[src/rtl/fft_frame_sequencer.sv]
// fft_frame_sequencer
//
// Purpose:
//   Frame-level controller beside the FFT block. It captures one spectrum at
//   a time. It arms time-sample acquisition and waits for the 1024-sample
//   time buffer to fill. It then gates exactly one aligned 1024-bin frequency
//   frame into the display memory. Finally it holds that frame for a
//   programmable period before re-arming. Continuous (run) and single-shot
//   (single) modes are supported.
//
// Build option:
//   FFT_SEQ_TIMEOUT_EN - when defined, a 24-bit acquisition watchdog is built.
//   It counts cycles spent in ACQ_HI+ACQ_LO. On reaching TIMEOUT_CYCLES it
//   sets the sticky flgTimeout and re-arms. When undefined, flgTimeout is
//   tied 0 and acquisition waits indefinitely.
//
// Ports:
//   ckaTime             in   clock, rising edge
//   aresetn             in   synchronous active-low reset
//   run                 in   1 = continuous capture, 0 = stop after frame
//   single              in   one-cycle request for a single frame
//   enaTime             in   FFT time-RAM enable (high while filling)
//   flgFreqSampleValid  in   FFT output sample valid
//   addrFreq[9:0]       in   FFT output bin index, 0 = frame start
//   dispBusy            in   display mid-scan; defers re-arm
//   flgStartAcquisition out  one-cycle acquisition restart pulse
//   weFreq              out  frequency RAM write enable
//   flgFrameReady       out  frame complete, held until next re-arm
//   flgTimeout          out  sticky watchdog flag
//   stateDbg[2:0]       out  current state code
//   cntFrames[15:0]     out  completed frame count (wraps)

module fft_frame_sequencer #(
    parameter logic [23:0] HOLD_CYCLES    = 24'd1_000_000,
    parameter logic [23:0] TIMEOUT_CYCLES = 24'd4_194_304
) (
    input  logic        ckaTime,
    input  logic        aresetn,
    input  logic        run,
    input  logic        single,
    input  logic        enaTime,
    input  logic        flgFreqSampleValid,
    input  logic [9:0]  addrFreq,
    input  logic        dispBusy,
    output logic        flgStartAcquisition,
    output logic        weFreq,
    output logic        flgFrameReady,
    output logic        flgTimeout,
    output logic [2:0]  stateDbg,
    output logic [15:0] cntFrames
);

    typedef enum logic [2:0] {
        IDLE   = 3'd0,
        ARM    = 3'd1,
        ACQ_HI = 3'd2,
        ACQ_LO = 3'd3,
        SYNC   = 3'd4,
        XFER   = 3'd5,
        HOLD   = 3'd6
    } state_t;

    state_t      state;
    state_t      state_next;
    logic [10:0] bin_cnt;
    logic [23:0] hold_cnt;
    logic        single_pend;
    logic        frame_start;
    logic        frame_done;
    logic        timeout_hit;

    assign frame_start = flgFreqSampleValid && (addrFreq == 10'd0);
    assign stateDbg    = state;

`ifdef FFT_SEQ_TIMEOUT_EN
    logic [23:0] wd_cnt;

    // Watchdog: counts acquisition cycles. Every ARM gives a retry a fresh
    // budget. The flag stays set until reset.
    always_ff @(posedge ckaTime) begin
        if (!aresetn) begin
            wd_cnt     <= 24'd0;
            flgTimeout <= 1'b0;
        end else begin
            if (state == ARM)
                wd_cnt <= 24'd0;
            else if ((state == ACQ_HI || state == ACQ_LO) && !timeout_hit)
                wd_cnt <= wd_cnt + 24'd1;
            if (timeout_hit)
                flgTimeout <= 1'b1;
        end
    end

    assign timeout_hit = (state == ACQ_HI || state == ACQ_LO) &&
                         (wd_cnt == TIMEOUT_CYCLES - 24'd1);
`else
    // The parameter is kept so both builds share one interface.
    logic unused_timeout;
    assign unused_timeout = ^TIMEOUT_CYCLES;
    assign timeout_hit    = 1'b0;
    assign flgTimeout     = 1'b0;
`endif

    // State register.
    always_ff @(posedge ckaTime) begin
        if (!aresetn)
            state <= IDLE;
        else
            state <= state_next;
    end

    // Next-state logic. A frame completes on the 1024th valid bin that is not
    // itself a restart (addrFreq = 0). A watchdog expiry overrides the
    // acquisition waits.
    always_comb begin
        state_next = state;
        frame_done = 1'b0;
        case (state)
            IDLE:    if (run || single || single_pend) state_next = ARM;
            ARM:     state_next = ACQ_HI;
            ACQ_HI:  if (enaTime) state_next = ACQ_LO;
            ACQ_LO:  if (!enaTime) state_next = SYNC;
            SYNC:    if (frame_start) state_next = XFER;
            XFER: begin
                if (flgFreqSampleValid && (addrFreq != 10'd0) &&
                    (bin_cnt == 11'd1023)) begin
                    frame_done = 1'b1;
                    state_next = HOLD;
                end
            end
            HOLD: begin
                if ((hold_cnt == 24'd0) && !dispBusy)
                    state_next = (run || single_pend || single) ? ARM : IDLE;
            end
            default: state_next = IDLE;
        endcase
        if (timeout_hit)
            state_next = ARM;
    end

    // Registered outputs and counters. A single request is remembered until
    // the FSM next enters ARM. The ready flag survives IDLE and clears only
    // when a new capture is armed.
    always_ff @(posedge ckaTime) begin
        if (!aresetn) begin
            flgStartAcquisition <= 1'b0;
            weFreq              <= 1'b0;
            flgFrameReady       <= 1'b0;
            cntFrames           <= 16'd0;
            bin_cnt             <= 11'd0;
            hold_cnt            <= 24'd0;
            single_pend         <= 1'b0;
        end else begin
            flgStartAcquisition <= (state == ARM);
            weFreq <= ((state == SYNC) && frame_start) ||
                      ((state == XFER) && flgFreqSampleValid);

            if ((state == SYNC) && frame_start)
                bin_cnt <= 11'd1;
            else if ((state == XFER) && flgFreqSampleValid) begin
                if (addrFreq == 10'd0)
                    bin_cnt <= 11'd1;
                else if (frame_done)
                    bin_cnt <= 11'd0;
                else
                    bin_cnt <= bin_cnt + 11'd1;
            end

            if (frame_done) begin
                cntFrames     <= cntFrames + 16'd1;
                flgFrameReady <= 1'b1;
                hold_cnt      <= HOLD_CYCLES - 24'd1;
            end else if ((state == HOLD) && (hold_cnt != 24'd0)) begin
                hold_cnt <= hold_cnt - 24'd1;
            end

            if (state_next == ARM) begin
                flgFrameReady <= 1'b0;
                single_pend   <= 1'b0;
            end else if (single) begin
                single_pend   <= 1'b1;
            end
        end
    end

endmodule

[config.mk]
export PLATFORM = sky130hd
export DESIGN_NAME = fft_frame_sequencer
export DESIGN_NICKNAME = d
export VERILOG_FILES = /design/src/rtl/fft_frame_sequencer.sv
export SDC_FILE = /design/constraint.sdc
export NUM_CORES = 1
export LEC_CHECK = 0
export CAP_MARGIN = 10
export CORE_ASPECT_RATIO = 0.8
export CORE_UTILIZATION = 58
export CTS_CLUSTER_DIAMETER = 150
export DETAILED_ROUTE_END_ITERATION = 12
export HOLD_SLACK_MARGIN = 0.08
export PLACE_DENSITY = 0.93
export SETUP_SLACK_MARGIN = 0.02
export SYNTH_ARGS = -nofsm -noshare
export SYNTH_HDL_FRONTEND = slang
export SYNTH_SLANG_ARGS = --single-unit
[constraint.sdc]
create_clock -name ckaTime -period 4.5 [get_ports ckaTime]
set_input_delay 0.675 -clock ckaTime [delete_from_list [all_inputs] [get_ports ckaTime]]
set_output_delay 0.675 -clock ckaTime [all_outputs]
set_load 0.01 [all_outputs]
=== After elaboration in Yosys (flattened, before gate mapping) ===
Cells that the tools add are included.

* Add/sub/neg operators: 3
* $mul: 0
* Div/mod/pow operators: 0
* Magnitude comparators: 0
* Equal/unequal tests: 8
* Shift-type cells: 0
* Muxes and demuxes: 16
* Bitwise logic cells: 1
* Reductions and logical operators: 23

{| class="wikitable"
|+ Operators by type and width
! kind !! number
|-
| two-way mux 20 bit || 2
|-
| logical NOT 24 bit || 1
|-
| nonzero test 24 bit || 1
|-
| subtractor 24 x 1 -> 24 bit (second input constant) || 1
|-
| two-way mux 11 bit || 2
|-
| one-hot mux 3 bit (7 select lines) || 1
|-
| two-way mux 3 bit || 6
|-
| adder 16 x 1 -> 16 bit (second input constant) || 1
|-
| adder 11 x 1 -> 11 bit (second input constant) || 1
|-
| equality test 11 x 10 -> 1 bit (second input constant) || 1
|-
| logical NOT 10 bit || 1
|-
| nonzero test 10 bit || 1
|-
| equality test 3 bit (second input constant) || 3
|-
| logical AND 1 bit || 7
|-
| equality test 3 x 1 -> 1 bit (second input constant) || 2
|-
| equality test 3 x 2 -> 1 bit (second input constant) || 2
|-
| OR reduction 2 bit || 3
|-
| logical OR 1 bit || 5
|-
| two-way mux 1 bit || 5
|-
| nonzero test 2 bit || 2
|-
| logical NOT 3 bit || 1
|-
| logical NOT 1 bit || 1
|-
| NOT 1 bit || 1
|}

* Flip-flop bits (word level): 58
* Bits in latches: 0
* Bits in writable memories: 0
* Memory bits (read-only): 0
* Bits of input ports: 17
* Output and inout bits: 23
* Word-level logic and storage cells: 61
* Memories kept: 0

=== Longest topological paths before layout ===
Gate-level depths: netlist of the first run.

* Depth after elaboration: 9
* Mapped depth: 9
* Gate-level depth less buffers: 8

=== Worst setup path after synthesis of the first run ===
Ideal clock, no wire load.

* Path kind: input to register
* Start point: in addrFreq[5]
* End point: reg state[1] (netlist: stateDbg[1])
* Setup time: 0.128 ns
* Arrival time: 2.327 ns
* Required time: 4.372 ns
* Setup slack: 2.045 ns
* Stages on the path: 7
* Buffers on the path: 1
* Cells stage by stage: or4_1 -> nor4_2 -> nor3_2 -> buf_2 -> nor2_1 -> o21a_1 -> nor2_1

* Cells in the longest elaborated chain, start to end: 5
* Elaborated cells on any way between the ends: 8
* Classes of those cells: mux (3); reduce/logical (5)

{| class="wikitable"
|+ RTL lines
! item !! RTL line !! RTL
|-
| start, declared || 43 || <nowiki>input logic [9:0] addrFreq,</nowiki>
|-
| nonzero test 10 bit || 125 || <nowiki>if (flgFreqSampleValid && (addrFreq != 10'd0) &&</nowiki>
|-
| logical AND 1 bit (2 in series) || 125 ||
|-
| two-way mux 3 bit || 125 ||
|-
| one-hot mux 3 bit (7 select lines) (*) || 118 || <nowiki>case (state)</nowiki>
|-
| end signal, assigned || 109 || <nowiki>state <= state_next;</nowiki>
|-
| end, declared || 63 || <nowiki>state_t state;</nowiki>
|}

Mark *: on every way between the ends. The rest lies on a longest branch, timed or not.
A chain may end at the register's enable or synchronous reset.

=== Final worst setup path of the first run ===
* Start point: in flgFreqSampleValid
* End point: reg cntFrames[12]

* Cells in the longest elaborated chain, start to end: 4

{| class="wikitable"
|+ RTL lines
! item !! RTL line !! RTL
|-
| start, declared || 42 || <nowiki>input logic flgFreqSampleValid,</nowiki>
|-
| logical AND 1 bit (2 in series) || 125 ||
|-
| two-way mux 1 bit || 125 ||
|-
| two-way mux 1 bit || 118 ||
|-
| end signal, assigned || 170 || <nowiki>cntFrames <= cntFrames + 16'd1;</nowiki>
|-
| end, declared || 50 || <nowiki>output logic [15:0] cntFrames</nowiki>
|}

Every way passes these cells.

==> metrics.txt, run 1 <==
slew margin rel.=0.370; # IOs=40; vias per std cell=5.67; Final Wtd Congestion=0.823; Area Overhead vs Synth=19.9%; status=complete, no violations; Netlist Area Pre-Place=2770 sq um; RSZ-0062 raised after global routing=false; drt total wl=6.09 mm; # nets final=380; drt drc=0; Clock Sinks=58; Synth Area in Simple Gates=0.314; Gate Count Post-Synth=324; first-pass GRT wire length=10.3 mm; Die Area=5060 sq um; Die Wd=79.3 microns; top_reg_cell synth=dfxtp_1; CP peak stage delay=0.72 ns; largest family of logic cells by synthesized area=simple AND/OR/NAND/NOR gates; startpoint class of the critical path=input pin; Clock Path Buffers=2; CP bufs+invs=1; synthesized area per cell=8.55 sq um; register area share after synthesis=0.419; Synth Area in Compound Gates=0.0795; f_max=313 MHz; DPL Wire Length=4.18 mm; ranking of synthesized cells by area=dfxtp_1, xor2_1, nor2_1, xnor2_1, nand2_1; Synth top area share=0.419; post-synth cell types=44; Lkg Pwr=0.00121 uW; EDFF count, synth=0; commonest non-fill, non-tap cell in the layout=dfxtp_1; mux contribution to synthesized area=0.00407; Setup WS post-layout=1.31 ns; GR Util All Layers=0.268; min cycle time layout=3.19 ns; Slew Viols, Final=0; vias=2,387; antenna-violating nets left=0; Max rail drop VDD=0.000233 V; CTS Hold Bufs=0; max-cap violations=0; most frequent cells in the layout=dfxtp_1, nor2_1, clkdlybuf4s50_1; Setup Fix Bufs, Post-CTS=0; vias in the first global route=2,249; Synth Area in XOR/XNOR=0.136; Synth warnings=0; row count=22; CTS tree=built; critical-path cell list=clkdlybuf4s50_1 -> nand3_1 -> or4_4 -> nor3_2 -> nand4_1 -> or3_1 -> a21oi_1; CTS Buf Count=9; 1st-iter DRT viols=117; Post-Syn Nets=345; critical path arrival=3.45 ns; crit end category=flop; largest net degree at the start of global routing=30; dpl ws=0.979 ns; Root Driver=clkbuf_8; total core area=4600 sq um; slew at the pin closest to its max-slew limit=0.939 ns; initial antenna violation count=0; post-synthesis adder-cell area fraction=0.0181; cell type with the largest total area after synthesis=dfxtp_1; H-tree depth=3; Async SR Flop Fraction=0; endpoints failing setup=0; setup_tns=0 ns; pwr dens=302 nW/um^2; overflow left after global routing=0; Worst Skew=0.00790 ns; Min-Delay Path Class=flop to flop; Clk Latency, worst-skew pair=0.35 ns; WS Path Type=input pin to flop; Ant. Diodes=0; Filler cells=356; layout cell share with drive strength beyond 1=0.0665; Min Hold Slack=0.516 ns; Clk pin slew, worst setup/hold paths=0.06 ns; Resized cells post-CTS=0; cell family with most CP delay=simple AND/OR/NAND/NOR gates; first drt pass iteration count=4; Die Height=63.8 microns; Crit path required time=4.76 ns; port bufs=38; period utilization=0.709; #FFs+latches synth=58; worst-path maximum fanout=16; Initial Util=0.603; Hold Fails Final Rpt=0; Avg WL per Cell=14.5 microns; master of the slowest instance on the critical path=nor3_2
## worst reg2reg max path: stages (launching register included)
cell,delay [ns]
dfxtp_1,0.40
ha_1,0.25
nand2_1,0.10
or4_4,0.54
nor3_2,0.72
nand4_1,0.32
or3_1,0.39
a21oi_1,0.16
## power by group
part	switching, uW	total [uW]	internal (uW)
Clock	188	408	221
Sequential	13.5	533	520
Combinational	29.1	61.6	32.4
## sequential cells by signal (all words and copies together), names as in the netlist
| register | count |
|---|---|
| bin_cnt | 11 |
| cntFrames | 16 |
| flgFrameReady | 1 |
| flgStartAcquisition | 1 |
| hold_cnt | 24 |
| single_pend | 1 |
| stateDbg | 3 |
| weFreq | 1 |
## metal layers
metal / up-vias / track usage / routed length, microns
met3: 12 / 0.107 / 437
met4: 0 / 0.0932 / 120
met1: 1099 / 0.343 / 2930
met5: - / 0 / 0
met2: 82 / 0.408 / 2600
li1: 1194 / - / -
## final timing paths
path	from	endpoint	slack, ns	cells past startpoint
min	bin_cnt[1]	bin_cnt[1]	0.52	2
min reg2reg	bin_cnt[1]	bin_cnt[1]	0.52	2
max reg2reg	bin_cnt[0]	cntFrames[12]	1.55	7
max	flgFreqSampleValid	cntFrames[12]	1.31	7
## cell type report
class,count,area (sq um),area share
multi-input cells,248,1530,0.461
flip-flops and latches,58,1160,0.350
inverters,4,15.0,0.00452
repair buffers,38,380,0.115
clock buffers,13,159,0.0478
well taps,60,75.1,0.0226
## cells in the mapped netlist, types with 2 or more instances
cell type / instances
dfxtp_1: 58
nor2b_1: 4
nand4_1: 12
xor2_1: 24
or4_4: 3
o21a_1: 3
or3_1: 3
ha_1: 4
nor3_1: 12
nor4_1: 8
nand3b_1: 2
nor4_2: 2
nand3_1: 13
nand2_1: 25
buf_2: 2
xnor2_1: 19
buf_4: 2
clkbuf_1: 10
a31oi_1: 2
nor2_1: 54
a21oi_1: 18
or4_1: 7
nor3_2: 2
o21ai_0: 8
inv_1: 4
and3_1: 5
## kinds of logic (layout without fill, tap and decap cells)
group / after synthesis / count (layout)
and+or+nand+nor: 162 / 162
adders and majority gates: 4 / 4
xor gates and xnor gates: 43 / 43
buffers and inverters: 18 / 55
muxes: 1 / 1
DFF: 58 / 58
other: 1 / 1
AOI/OAI and AO/OA: 37 / 37
## through the flow
stage	power, uW	area [sq um]	util	std cells
global placement	604	3160	0.688	408
finish	1000	3320	0.723	421
floorplan	575	2770	-	324
detailed placement	604	3160	0.688	408
global route	1040	3320	0.723	421
CTS	1010	3320	0.723	421
No activity file was read; power rests on OpenSTA's default activity.
==> run 2: changes to the inputs <==
Settings changed: CORE_UTILIZATION 58 to 49, PLACE_DENSITY 0.93 to 0.85.
Clock period 4.5 ns to 2.75 ns, I/O delays scaled along.
==> run 2 against run 1 <==
  * Clock skew shrank 0.0029 ns
  * Critical path depth grew 1
  * First-iteration DRC count rose by 28%
  * Sequential cell count unchanged
  * Sequential power is 62% higher
  * Global-route usage is 4.5 points lower
  * Design area is 3.7% higher
  * Clock power is 76% higher
  * Sequential share of layout area shrank 1.2 points
  * Total power increased by 69%
  * Worst hold slack got worse by 0.00060 ns
  * Count of clock-buffer cells in the layout rose by 1
==> metrics.txt, run 2 (synthesis results as in run 1) <==
Multi-input gate area=1530 sq um (unchanged); Non-Filler Instances=452 (was 421); port bufs=38 (unchanged); worst-path maximum fanout=5 (was 16); Clk Latency, worst-skew pair=0.34 ns (was 0.35 ns); Placed Instances=436 (was 408); Die Wd=86.1 microns (was 79.3 microns); Initial Util=0.510 (was 0.603); period utilization=0.905; # IOs=40 (unchanged); initial antenna violation count=0 (unchanged); total core area=5440 sq um (was 4600 sq um); commonest non-fill, non-tap cell in the layout=dfxtp_1 (unchanged); CP peak stage delay=0.51 ns (was 0.72 ns); slew margin rel.=0.652 (was 0.370); endpoints failing setup=0 (unchanged); vias in the first global route=2,375 (was 2,249); CTS Hold Bufs=0 (unchanged); critical path arrival=2.75 ns (was 3.45 ns); min cycle time layout=2.49 ns; Setup Fix Bufs, Post-CTS=0 (unchanged); Clock Sinks=58 (unchanged); # nets final=390 (was 380); pwr dens=493 nW/um^2 (was 302 nW/um^2); Min Hold Slack=0.515 ns (was 0.516 ns); most frequent cells in the layout=dfxtp_1, nor2_1, clkdlybuf4s50_1 (unchanged); drt total wl=6.16 mm (was 6.09 mm); first drt pass iteration count=4 (unchanged); largest registers=hold_cnt (24), cntFrames (16), bin_cnt (11) (unchanged); Root Driver=clkbuf_8 (unchanged); f_max=402 MHz; setup_tns=0 ns (unchanged); reg2reg start=hold_cnt[0] (was bin_cnt[0]); CTS tree=built (unchanged); Die Area=5960 sq um (was 5060 sq um); Max rail drop VDD=0.000415 V (was 0.000233 V); Die Height=69.3 microns (was 63.8 microns); crit path launch=hold_cnt[0] (was flgFreqSampleValid); Filler cells=455 (was 356); row count=24 (was 22); Final Wtd Congestion=0.803 (was 0.823); Finished Cell Area=3440 sq um (was 3320 sq um); CTS Buf Count=9 (unchanged); Slew Viols, Final=0 (unchanged); Worst Skew=0.00496 ns (was 0.00790 ns); critical-path cell list=inv_1 -> ha_1 -> or3b_2 -> or3_1 -> nor4_1 -> nand2_1 -> mux2_2 -> a21oi_1 (was clkdlybuf4s50_1 -> nand3_1 -> or4_4 -> nor3_2 -> nand4_1 -> or3_1 -> a21oi_1); drt drc=0 (unchanged); Min-Delay Path Class=flop to flop (unchanged); Hold Fails Final Rpt=0 (unchanged); hold path start=bin_cnt[10] (was bin_cnt[1]); Clk pin slew, worst setup/hold paths=0.06 ns (about the same); slew at the pin closest to its max-slew limit=0.517 ns (was 0.939 ns); vias=2,445 (was 2,387); cell family with most CP delay=simple AND/OR/NAND/NOR gates (unchanged); DPL Wire Length=4.31 mm (was 4.18 mm); master of the slowest instance on the critical path=or3b_2 (was nor3_2); Lkg Pwr=0.00128 uW (was 0.00121 uW); RSZ-0062 raised after global routing=false (unchanged); crit end category=flop (unchanged); max-cap violations=0 (unchanged); status=complete, no violations (unchanged); antenna-violating nets left=0 (unchanged); dpl cell area=3260 sq um (was 3160 sq um); Avg WL per Cell=13.6 microns (was 14.5 microns); Ant. Diodes=0 (unchanged); FF+latch area=1160 sq um (unchanged); Crit path required time=3.01 ns (was 4.76 ns); max reg flops=24 (unchanged); Area Overhead vs Synth=24.3% (was 19.9%); first-pass GRT wire length=10.5 mm (was 10.3 mm); CP bufs+invs=1 (unchanged); startpoint class of the critical path=flop (was input pin); layout cell share with drive strength beyond 1=0.0989 (was 0.0665); largest register by flop count=hold_cnt (unchanged); overflow left after global routing=0 (unchanged); 1st-iter DRT viols=150 (was 117); Clock Path Buffers=2 (unchanged); largest net degree at the start of global routing=18 (was 30); vias per std cell=5.41 (was 5.67); GR Util All Layers=0.224 (was 0.268); Resized cells post-CTS=0 (unchanged); WS Path Type=flop to flop (was input pin to flop); H-tree depth=3 (unchanged)
[run 2: area by class of cell]
cell class / instances / area share
repair buffers: 48 / 0.132
inverters: 4 / 0.00436
clock inverters: 2 / 0.00291
well taps: 78 / 0.0283
flip-flops and latches: 58 / 0.337
clock buffers: 14 / 0.0501
multi-input cells: 248 / 0.445
[run 2: through the flow]
stage / setup WS (ns) / total power (uW) / utilization
3_5_place_dp: 0.0853 / 995 / 0.600
3_3_place_gp: 0.142 / 992 / 0.600
4_1_cts: 0.273 / 1710 / 0.634
2_1_floorplan: 0.492 / 941 / -
5_1_grt: 0.0653 / 1760 / 0.634
6_report: 0.260 / 1700 / 0.634
[run 2: path summary, 6_finish.rpt]
path / endpoint / slack [ns] / cells past startpoint
setup / recovery: hold_cnt[14] / 0.26 / 8
hold / removal: bin_cnt[10] / 0.52 / 2
setup reg to reg: hold_cnt[14] / 0.26 / 8
hold reg to reg: bin_cnt[10] / 0.52 / 2
[run 2: report_power, final]
group	switching [uW]	leakage, uW	internal (uW)
Clock	320	0.0000965	398
Sequential	11.2	0.000468	850
Combinational	59.8	0.000714	58.0
[run 2: tightest hold or removal path: cells and delay by family (launching register included)]
kind,cells,cell delay [ns]
AND/OR/NAND/NOR,1,0.07
XOR/XNOR,1,0.07
flip-flops,1,0.34
[run 2: layer usage]
layer / vias to the layer above / track usage / share of wire
li1: 1219 / - / -
met4: 0 / 0.0667 / 0.012
met2: 60 / 0.363 / 0.47
met1: 1158 / 0.274 / 0.46
met3: 8 / 0.0857 / 0.053
met5: - / 0 / 0
